===== src/rtl/btn_event_gen_pkg.sv =====
//------------------------------------------------------------------------------
// Module : btn_event_gen_pkg
// Brief  : Shared stopwatch constants: button FSM encoding and ms divider helpers.
// Rev    : 1.0
//------------------------------------------------------------------------------
`default_nettype none

package btn_event_gen_pkg;

    localparam logic [1:0] IDLE      = 2'd0;
    localparam logic [1:0] PRESSED   = 2'd1;
    localparam logic [1:0] LONG_HELD = 2'd2;

    function automatic int ms_div(input int clk_freq);
        return clk_freq / 1000;
    endfunction

    function automatic int max_int(input int a, input int b);
        return (a > b) ? a : b;
    endfunction

endpackage

`default_nettype wire


===== src/rtl/btn_event_gen_tick.sv =====
//------------------------------------------------------------------------------
// Module : ms_tick_gen
// Brief  : Free-running 0..DIV-1 prescaler emitting a one-cycle tick at DIV-1.
// Rev    : 1.0
//------------------------------------------------------------------------------
`default_nettype none

module ms_tick_gen #(
    parameter int DIV = 100_000
) (
    input  logic clk,
    input  logic rst,
    input  logic clr,
    output logic tick
);

    localparam int            CW   = (DIV > 1) ? $clog2(DIV) : 1;
    localparam logic [CW-1:0] LAST = CW'(DIV - 1);

    logic [CW-1:0] cnt_q;
    logic [CW-1:0] cnt_d;

    always_comb begin
        cnt_d = cnt_q + CW'(1);
        if (clr || (cnt_q == LAST)) begin
            cnt_d = '0;
        end
    end

    always_ff @(posedge clk or posedge rst) begin
        if (rst) begin
            cnt_q <= '0;
        end else begin
            cnt_q <= cnt_d;
        end
    end

    // Gated so a DIV of 1 does not tick while held in clear.
    assign tick = ~clr & (cnt_q == LAST);

endmodule

`default_nettype wire


===== src/rtl/btn_event_gen.sv =====
//------------------------------------------------------------------------------
// Module : btn_event_gen
// Brief  : Classifies a debounced button level into press / short-release /
//          long-press / auto-repeat single-cycle events.
// Rev    : 1.0
//------------------------------------------------------------------------------
`default_nettype none

module btn_event_gen
    import btn_event_gen_pkg::*;
#(
    parameter int CLK_FREQ  = 100_000_000,
    parameter int LONG_MS   = 1000,
    parameter int REPEAT_MS = 200
) (
    input  logic clk,
    input  logic rst,
    input  logic btn_level,
    output logic press,
    output logic release_short,
    output logic long_press,
    output logic repeat_pulse,
    output logic held
);

    localparam int             DIV       = ms_div(CLK_FREQ);
    localparam int             MSW       = $clog2(max_int(LONG_MS, REPEAT_MS) + 1);
    localparam logic [MSW-1:0] LONG_LAST = MSW'(LONG_MS - 1);
    localparam logic [MSW-1:0] REP_LAST  = MSW'(REPEAT_MS - 1);

    logic [1:0]     state_q, state_d;
    logic [MSW-1:0] ms_cnt_q, ms_cnt_d;
    logic           btn_q;
    logic           press_q, press_d;
    logic           rel_q, rel_d;
    logic           long_q, long_d;
    logic           rep_q, rep_d;
    logic           held_q, held_d;
    logic           rise, fall, tick;

    assign rise = btn_level & ~btn_q;
    assign fall = ~btn_level & btn_q;

    // Idle holds the prescaler at zero, so the press edge restarts the ms grid.
    ms_tick_gen #(
        .DIV (DIV)
    ) u_tick (
        .clk  (clk),
        .rst  (rst),
        .clr  (state_q == IDLE),
        .tick (tick)
    );

    always_comb begin
        state_d  = state_q;
        ms_cnt_d = tick ? (ms_cnt_q + MSW'(1)) : ms_cnt_q;
        press_d  = 1'b0;
        rel_d    = 1'b0;
        long_d   = 1'b0;
        rep_d    = 1'b0;
        case (state_q)
            IDLE: begin
                if (rise) begin
                    state_d = PRESSED;
                    press_d = 1'b1;
                end
            end
            PRESSED: begin
                if (fall) begin
                    state_d = IDLE;
                    rel_d   = 1'b1;
                end else if (tick && (ms_cnt_q == LONG_LAST)) begin
                    state_d = LONG_HELD;
                    long_d  = 1'b1;
                end
            end
            LONG_HELD: begin
                if (fall) begin
                    state_d = IDLE;
                end else if (tick && (ms_cnt_q == REP_LAST)) begin
                    rep_d    = 1'b1;
                    ms_cnt_d = '0;
                end
            end
            default: state_d = IDLE;
        endcase
        if (state_d != state_q) begin
            ms_cnt_d = '0;
        end
        held_d = (state_d != IDLE);
    end

    // btn_q resets high so a button held through reset needs a fresh press.
    always_ff @(posedge clk or posedge rst) begin
        if (rst) begin
            state_q  <= IDLE;
            ms_cnt_q <= '0;
            btn_q    <= 1'b1;
            press_q  <= 1'b0;
            rel_q    <= 1'b0;
            long_q   <= 1'b0;
            rep_q    <= 1'b0;
            held_q   <= 1'b0;
        end else begin
            state_q  <= state_d;
            ms_cnt_q <= ms_cnt_d;
            btn_q    <= btn_level;
            press_q  <= press_d;
            rel_q    <= rel_d;
            long_q   <= long_d;
            rep_q    <= rep_d;
            held_q   <= held_d;
        end
    end

    assign press         = press_q;
    assign release_short = rel_q;
    assign long_press    = long_q;
    assign repeat_pulse  = rep_q;
    assign held          = held_q;

endmodule

`default_nettype wire


===== config.mk =====
export PLATFORM = sky130hd
export DESIGN_NAME = btn_event_gen
export DESIGN_NICKNAME = d
export VERILOG_FILES = /design/src/rtl/btn_event_gen_pkg.sv /design/src/rtl/btn_event_gen_tick.sv /design/src/rtl/btn_event_gen.sv
export SDC_FILE = /design/constraint.sdc
export NUM_CORES = 1
export LEC_CHECK = 0
export CELL_PAD_IN_SITES_DETAIL_PLACEMENT = 0
export CELL_PAD_IN_SITES_GLOBAL_PLACEMENT = 1
export CORE_UTILIZATION = 50
export CTS_CLUSTER_SIZE = 40
export DETAILED_ROUTE_END_ITERATION = 6
export HOLD_SLACK_MARGIN = 0.05
export PLACE_DENSITY_LB_ADDON = 0.1
export SYNTH_ARGS = -nofsm -noshare
export SYNTH_HDL_FRONTEND = slang
export SYNTH_SLANG_ARGS = --single-unit
export TNS_END_PERCENT = 10

===== constraint.sdc =====
create_clock -name clk -period 4.4 [get_ports clk]
set_clock_uncertainty 0.15 [all_clocks]
set_input_delay 0.66 -clock clk [delete_from_list [all_inputs] [get_ports clk]]
set_output_delay 0.66 -clock clk [all_outputs]
set_load 0.02 [all_outputs]

# After elaboration in Yosys (flattened, before gate mapping)
# Index checks and enable logic that the tools add are counted.
# classes
n_mux,21
addsub,2
eq_ne,6
bitwise,6
reduce_logical,5
# op_table
op,count
two-way mux 10 bit,5
adder 17 x 1 -> 17 bit (second input constant),1
== test 17 bit (second input constant),1
two-way mux 17 bit,1
adder 10 x 1 -> 10 bit (second input constant),1
== test 10 bit (second input constant),1
== test 10 x 8 -> 1 bit (second input constant),1
two-way mux 1 bit,10
two-way mux 2 bit,4
case mux 2 bit (3 select lines),1
AND 1 bit,3
inverter 1 bit,3
== test 2 x 1 -> 1 bit (second input constant),1
== test 2 bit (second input constant),1
logical AND 1 bit,2
logical NOT 2 bit,1
inequality test 2 bit,1
nonzero test 2 bit,1
logical OR 1 bit,1
# word_totals
register_bits,35
word_cells,49
in_bits,3

# Longest topological paths before layout
# depth
word_depth,9
ltp_mapped,7
depth_no_buf,6

# Hierarchy
# From an unflattened synthesis, not the netlist that was laid out.
# unflattened
cells_unflattened,175
hier_area_um2,1779.2
# modules_own_cells
module,area_each_um2,seq_area_each_um2,instances,cells_each
btn_event_gen,912.1,451.7,1,85
ms_tick_gen,867.1,425.4,1,90

# Worst setup path after synthesis
# OpenSTA, ideal clock, no wires.
# synth_path
path_type,register to register
from,reg u_tick.cnt_q[0]
to,reg ms_cnt_q[3]
arrival_time_ns,1.713
n_path_buf,0
setup_ns,0.079
required_ns,4.171
path_slack_ns,2.458
path_stages_with_launch,7
path_cell_list,dfrtp_1 ha_1 and4_1 and4_4 nand2_4 or4b_1 a21oi_1
# synth_between
elab_chain_len,8
elab_cells_between_ends,13
cone_classes,eq/ne: 2; mux: 8; bitwise: 1; reduce/logical: 2
# synth_rtl
item,line_no,rtl
from (decl),btn_event_gen_tick.sv:20,logic [CW-1:0] cnt_q;
from (signal assigned),btn_event_gen_tick.sv:34,cnt_q <= cnt_d;
== test 17 bit (*),btn_event_gen_tick.sv:39,assign tick = ~clr & (cnt_q == LAST);
AND 1 bit (*),btn_event_gen_tick.sv:39,
logical AND 1 bit,btn_event_gen.sv:72,end else if (tick && (ms_cnt_q == LONG_LAST)) begin
two-way mux 2 bit,btn_event_gen.sv:72,
two-way mux 2 bit,btn_event_gen.sv:69,if (fall) begin
case mux 2 bit (3 select lines),btn_event_gen.sv:61,case (state_q)
inequality test 2 bit,btn_event_gen.sv:87,if (state_d != state_q) begin
two-way mux 10 bit (*),btn_event_gen.sv:87,
named net ms_cnt_d[3],btn_event_gen.sv:32,"logic [MSW-1:0] ms_cnt_q, ms_cnt_d;"
to (signal assigned),btn_event_gen.sv:106,ms_cnt_q <= ms_cnt_d;
to (decl),btn_event_gen.sv:32,
# The timed path passes the listed nets; every way through them passes the cells marked *.

# Worst setup path after layout
# layout_path
from,in btn_level
to,reg ms_cnt_q[8]
# layout_between
elab_chain_len,6
elab_cells_between_ends,11
cone_classes,eq/ne: 1; mux: 7; bitwise: 3
# layout_rtl
item,line_no,rtl
from (decl),btn_event_gen.sv:18,"input logic btn_level,"
inverter 1 bit,btn_event_gen.sv:42,assign fall = ~btn_level & btn_q;
AND 1 bit,btn_event_gen.sv:42,
two-way mux 2 bit (on tied branches),"btn_event_gen.sv:78, btn_event_gen.sv:69",
case mux 2 bit (3 select lines),btn_event_gen.sv:61,
inequality test 2 bit,btn_event_gen.sv:87,
two-way mux 10 bit (*),btn_event_gen.sv:87,
named net ms_cnt_d[8],btn_event_gen.sv:32,
# Marks and branches as above.

==> results.tsv <==
stage	metric	value	unit
route	Via Count	1340	
global_routing	first-pass GRT wire length	5.49	mm
job	Max-Cap Viols	0	
final_layout	most common cell after layout, fill and taps aside	dfrtp_1	
die	DIE WIDTH	61.3	microns
final_layout	final net count	197	
yosys	ys async rst share	100	%
worst_setup_path	startpoint types	input pin	
pwr	Max VDD drop	0.187	mV
clock_network	post-CTS sizing	0	
worst_setup_path	R2R Setup Slk	2.20	ns
sta	RSZ-0062 raised after global routing	no	
placed_design	Port Buffers	7	
placed_design	GPL Wtd Cong	0.851	
sta	total negative slack	0	ns
clock_network	H-tree depth	2	
worst_setup_path	CP endpoint	ms_cnt_q[8]	
clock_network	hold_buf cts	0	
min_path	Hold/Removal Path Class	reg -> reg	
route	Post-DRT Antenna Nets	0	
clock_network	clk_lat worst skew	0.33	ns
sta	final period utilization	54.2	%
die	Core Box Area	3360	sq um
route	via/cell ratio	5.61	
yosys	Post-Syn Nets	187	
sta	Final Hold Vio Count	0	
clock_network	Root Buffer	clkbuf_4	
final_layout	register area	877	sq um
global_routing	gr busiest metal	met2	
yosys	cell area after synthesis	1760	sq um
final_layout	commonest non-fill, non-tap cells in the layout	dfrtp_1, nor2_1, nand3_1, a21oi_1, nand2_1	
yosys	Syn Inst Count	182	
sta	Slew HR	23.6	%
sta	post-route minimum period	2.38	ns
die	Die Area	3750	sq um
yosys	Avg Synthesized Cell Area	9.65	sq um
worst_setup_path	worst r2r path cells	6	
route	mean routed wirelength per cell	13.7	microns
route	WL final	3.26	mm
sta	Slew Viols, Final	0	
worst_setup_path	critical path fanouts, max	10	
sta	pin slew with the least headroom to its limit	1.14	ns
yosys	top_reg_cell synth	dfrtp_1	
worst_setup_path	Worst R2R Start	ms_cnt_q[0]	
clock_network	setup bufs post-CTS	0	
clock_network	clk slew on worst S/H paths	0.10	ns
clock_network	TritonCTS Sinks	35	
sta	final setup fails	0	
clock_network	CTS Buffer Depth	2	
outcome	status	finished clean	
worst_setup_path	Worst Setup End Kind	flop	
pwr	Overall Power	0.000603	W
global_routing	antenna violations before repair	0	
die	Die Y	61.3	microns
pwr	Leakage	0.811	nW
route	drt first pass iters	4	
worst_setup_path	Critical Path RT	4.51	ns
global_routing	total congestion overflow	0	
final_layout	Area Growth Syn to Fin	10.3	%
final_layout	Multi-input gate area	841	sq um
global_routing	met2 usage	30.1	%
yosys	synthesis warning total	0	
global_routing	met3 Usage GRT	5.67	%
final_layout	layout cells sized above 1	7.77	%
clock_network	TritonCTS clock tree	built	
die	Core Rows	21	
route	DRT iter0 DRCs	105	
sta	highest clock rate	419	MHz
global_routing	vias in the first global route	1213	
pwr	pwr/cell area	311	nW/um^2
worst_setup_path	reg-to-reg endpoint	ms_cnt_q[3]	
die	Initial Utilization	52.2	%
worst_setup_path	CP Launch Point	btn_level	
final_layout	Filler cells	306	
yosys	Post-synth EDFFs	0	
global_routing	GR met1 Demand/Resource	27.7	%
route	drc violations	0	
worst_setup_path	Worst Path Arrival	2.49	ns
global_routing	largest net degree at the start of global routing	36	
yosys	sequential-to-total area share from yosys stat	49.9	%
placed_design	DP HPWL	2.23	mm
worst_setup_path	CP Class	in -> reg	
yosys	Netlist cell types	38	
clock_network	CTS Buf Count	5	
die	number of I/O pins	8	
sta	hold_ws	0.336	ns
yosys	#FFs+latches synth	35	
global_routing	total track usage	20.3	%
final_layout	Ant. Diodes	0	
## worst max-delay path: stages
cell and delay, ns:
clkdlybuf4s50_1 0.55, nor2b_1 0.11, a21oi_1 0.30, nand2_1 0.28, or3_1 0.42, o22ai_1 0.17
## power by group
group | internal, W | total, W | switching [W]
Clock | 0.0000941 | 0.000201 | 0.000107
Combinational | 0.0000205 | 0.0000588 | 0.0000383
Sequential | 0.000333 | 0.000343 | 0.0000103
Total | 0.000448 | 0.000603 | 0.000155
## synth_stat cells, types with 3 or more instances
cell      count  area [sq um]
dfrtp_1      34           851
nor2_1       21          78.8
nand3_1      17          85.1
a21oi_1      15          75.1
nand2_1      12          45.0
xor2_1        9          78.8
and3_1        6          37.5
and2_1        5          31.3
or3_1         5          31.3
xnor2_1       5          43.8
buf_2         4          20.0
inv_1         4          15.0
nand4_1       4          25.0
o21ai_0       4          20.0
nand2b_1      3          18.8
o22ai_1       3          18.8
## worst min-delay path by stage
stage / cells past startpoint / endpoint / from / slack, ns
2_1_floorplan: 1 / u_tick.cnt_q[0] / u_tick.cnt_q[0] / 0.30
3_3_place_gp: 1 / u_tick.cnt_q[0] / u_tick.cnt_q[0] / 0.32
3_5_place_dp: 1 / u_tick.cnt_q[0] / u_tick.cnt_q[0] / 0.32
4_1_cts: 1 / u_tick.cnt_q[0] / u_tick.cnt_q[0] / 0.33
5_1_grt: 1 / u_tick.cnt_q[0] / u_tick.cnt_q[0] / 0.37
6_report: 1 / u_tick.cnt_q[0] / u_tick.cnt_q[0] / 0.34
## logic make-up after synthesis
kind of cell | count (synthesis) | share of synthesized area (%)
compound gates | 29 | 9.40
simple gates | 93 | 30.1
fa+ha+maj | 2 | 1.42
buf+inv | 9 | 2.21
flops | 35 | 49.9
xor+xnor | 14 | 6.98
## area by class of cell
class | count | share of cell area (%)
inverters | 4 | 0.775
repair buffers | 8 | 4.01
flip-flops and latches | 35 | 45.3
clock buffers | 8 | 3.55
multi-input cells | 138 | 43.4
well taps | 46 | 2.97
## registers in the layout (all words and copies together), names as in the netlist
signal / cells
state_q: 2
u_tick.cnt_q: 17
repeat_pulse: 1
release_short: 1
long_press: 1
held: 1
ms_cnt_q: 10
btn_q: 1
press: 1
## per-stage QoR
| step | cells | setup WS, ns | utilization [%] | cell area [sq um] |
|---|---|---|---|---|
| 6_report | 239 | 2.02 | 57.6 | 1940 |
| 5_1_grt | 239 | 1.89 | 57.6 | 1940 |
| 4_1_cts | 239 | 2.06 | 57.6 | 1940 |
| 3_5_place_dp | 231 | 1.70 | 55.5 | 1870 |
| 3_3_place_gp | 231 | 1.75 | 55.5 | 1870 |
| 2_1_floorplan | 182 | 2.46 | - | 1760 |
## routing by layer
layer	up-vias	routed length (microns)	share of wire, %
met5	-	0	0
met4	0	28	0.86
met3	2	173	5.3
met2	33	1460	45
met1	634	1600	49
li1	671	-	-
(Power assumes the default switching activity.)
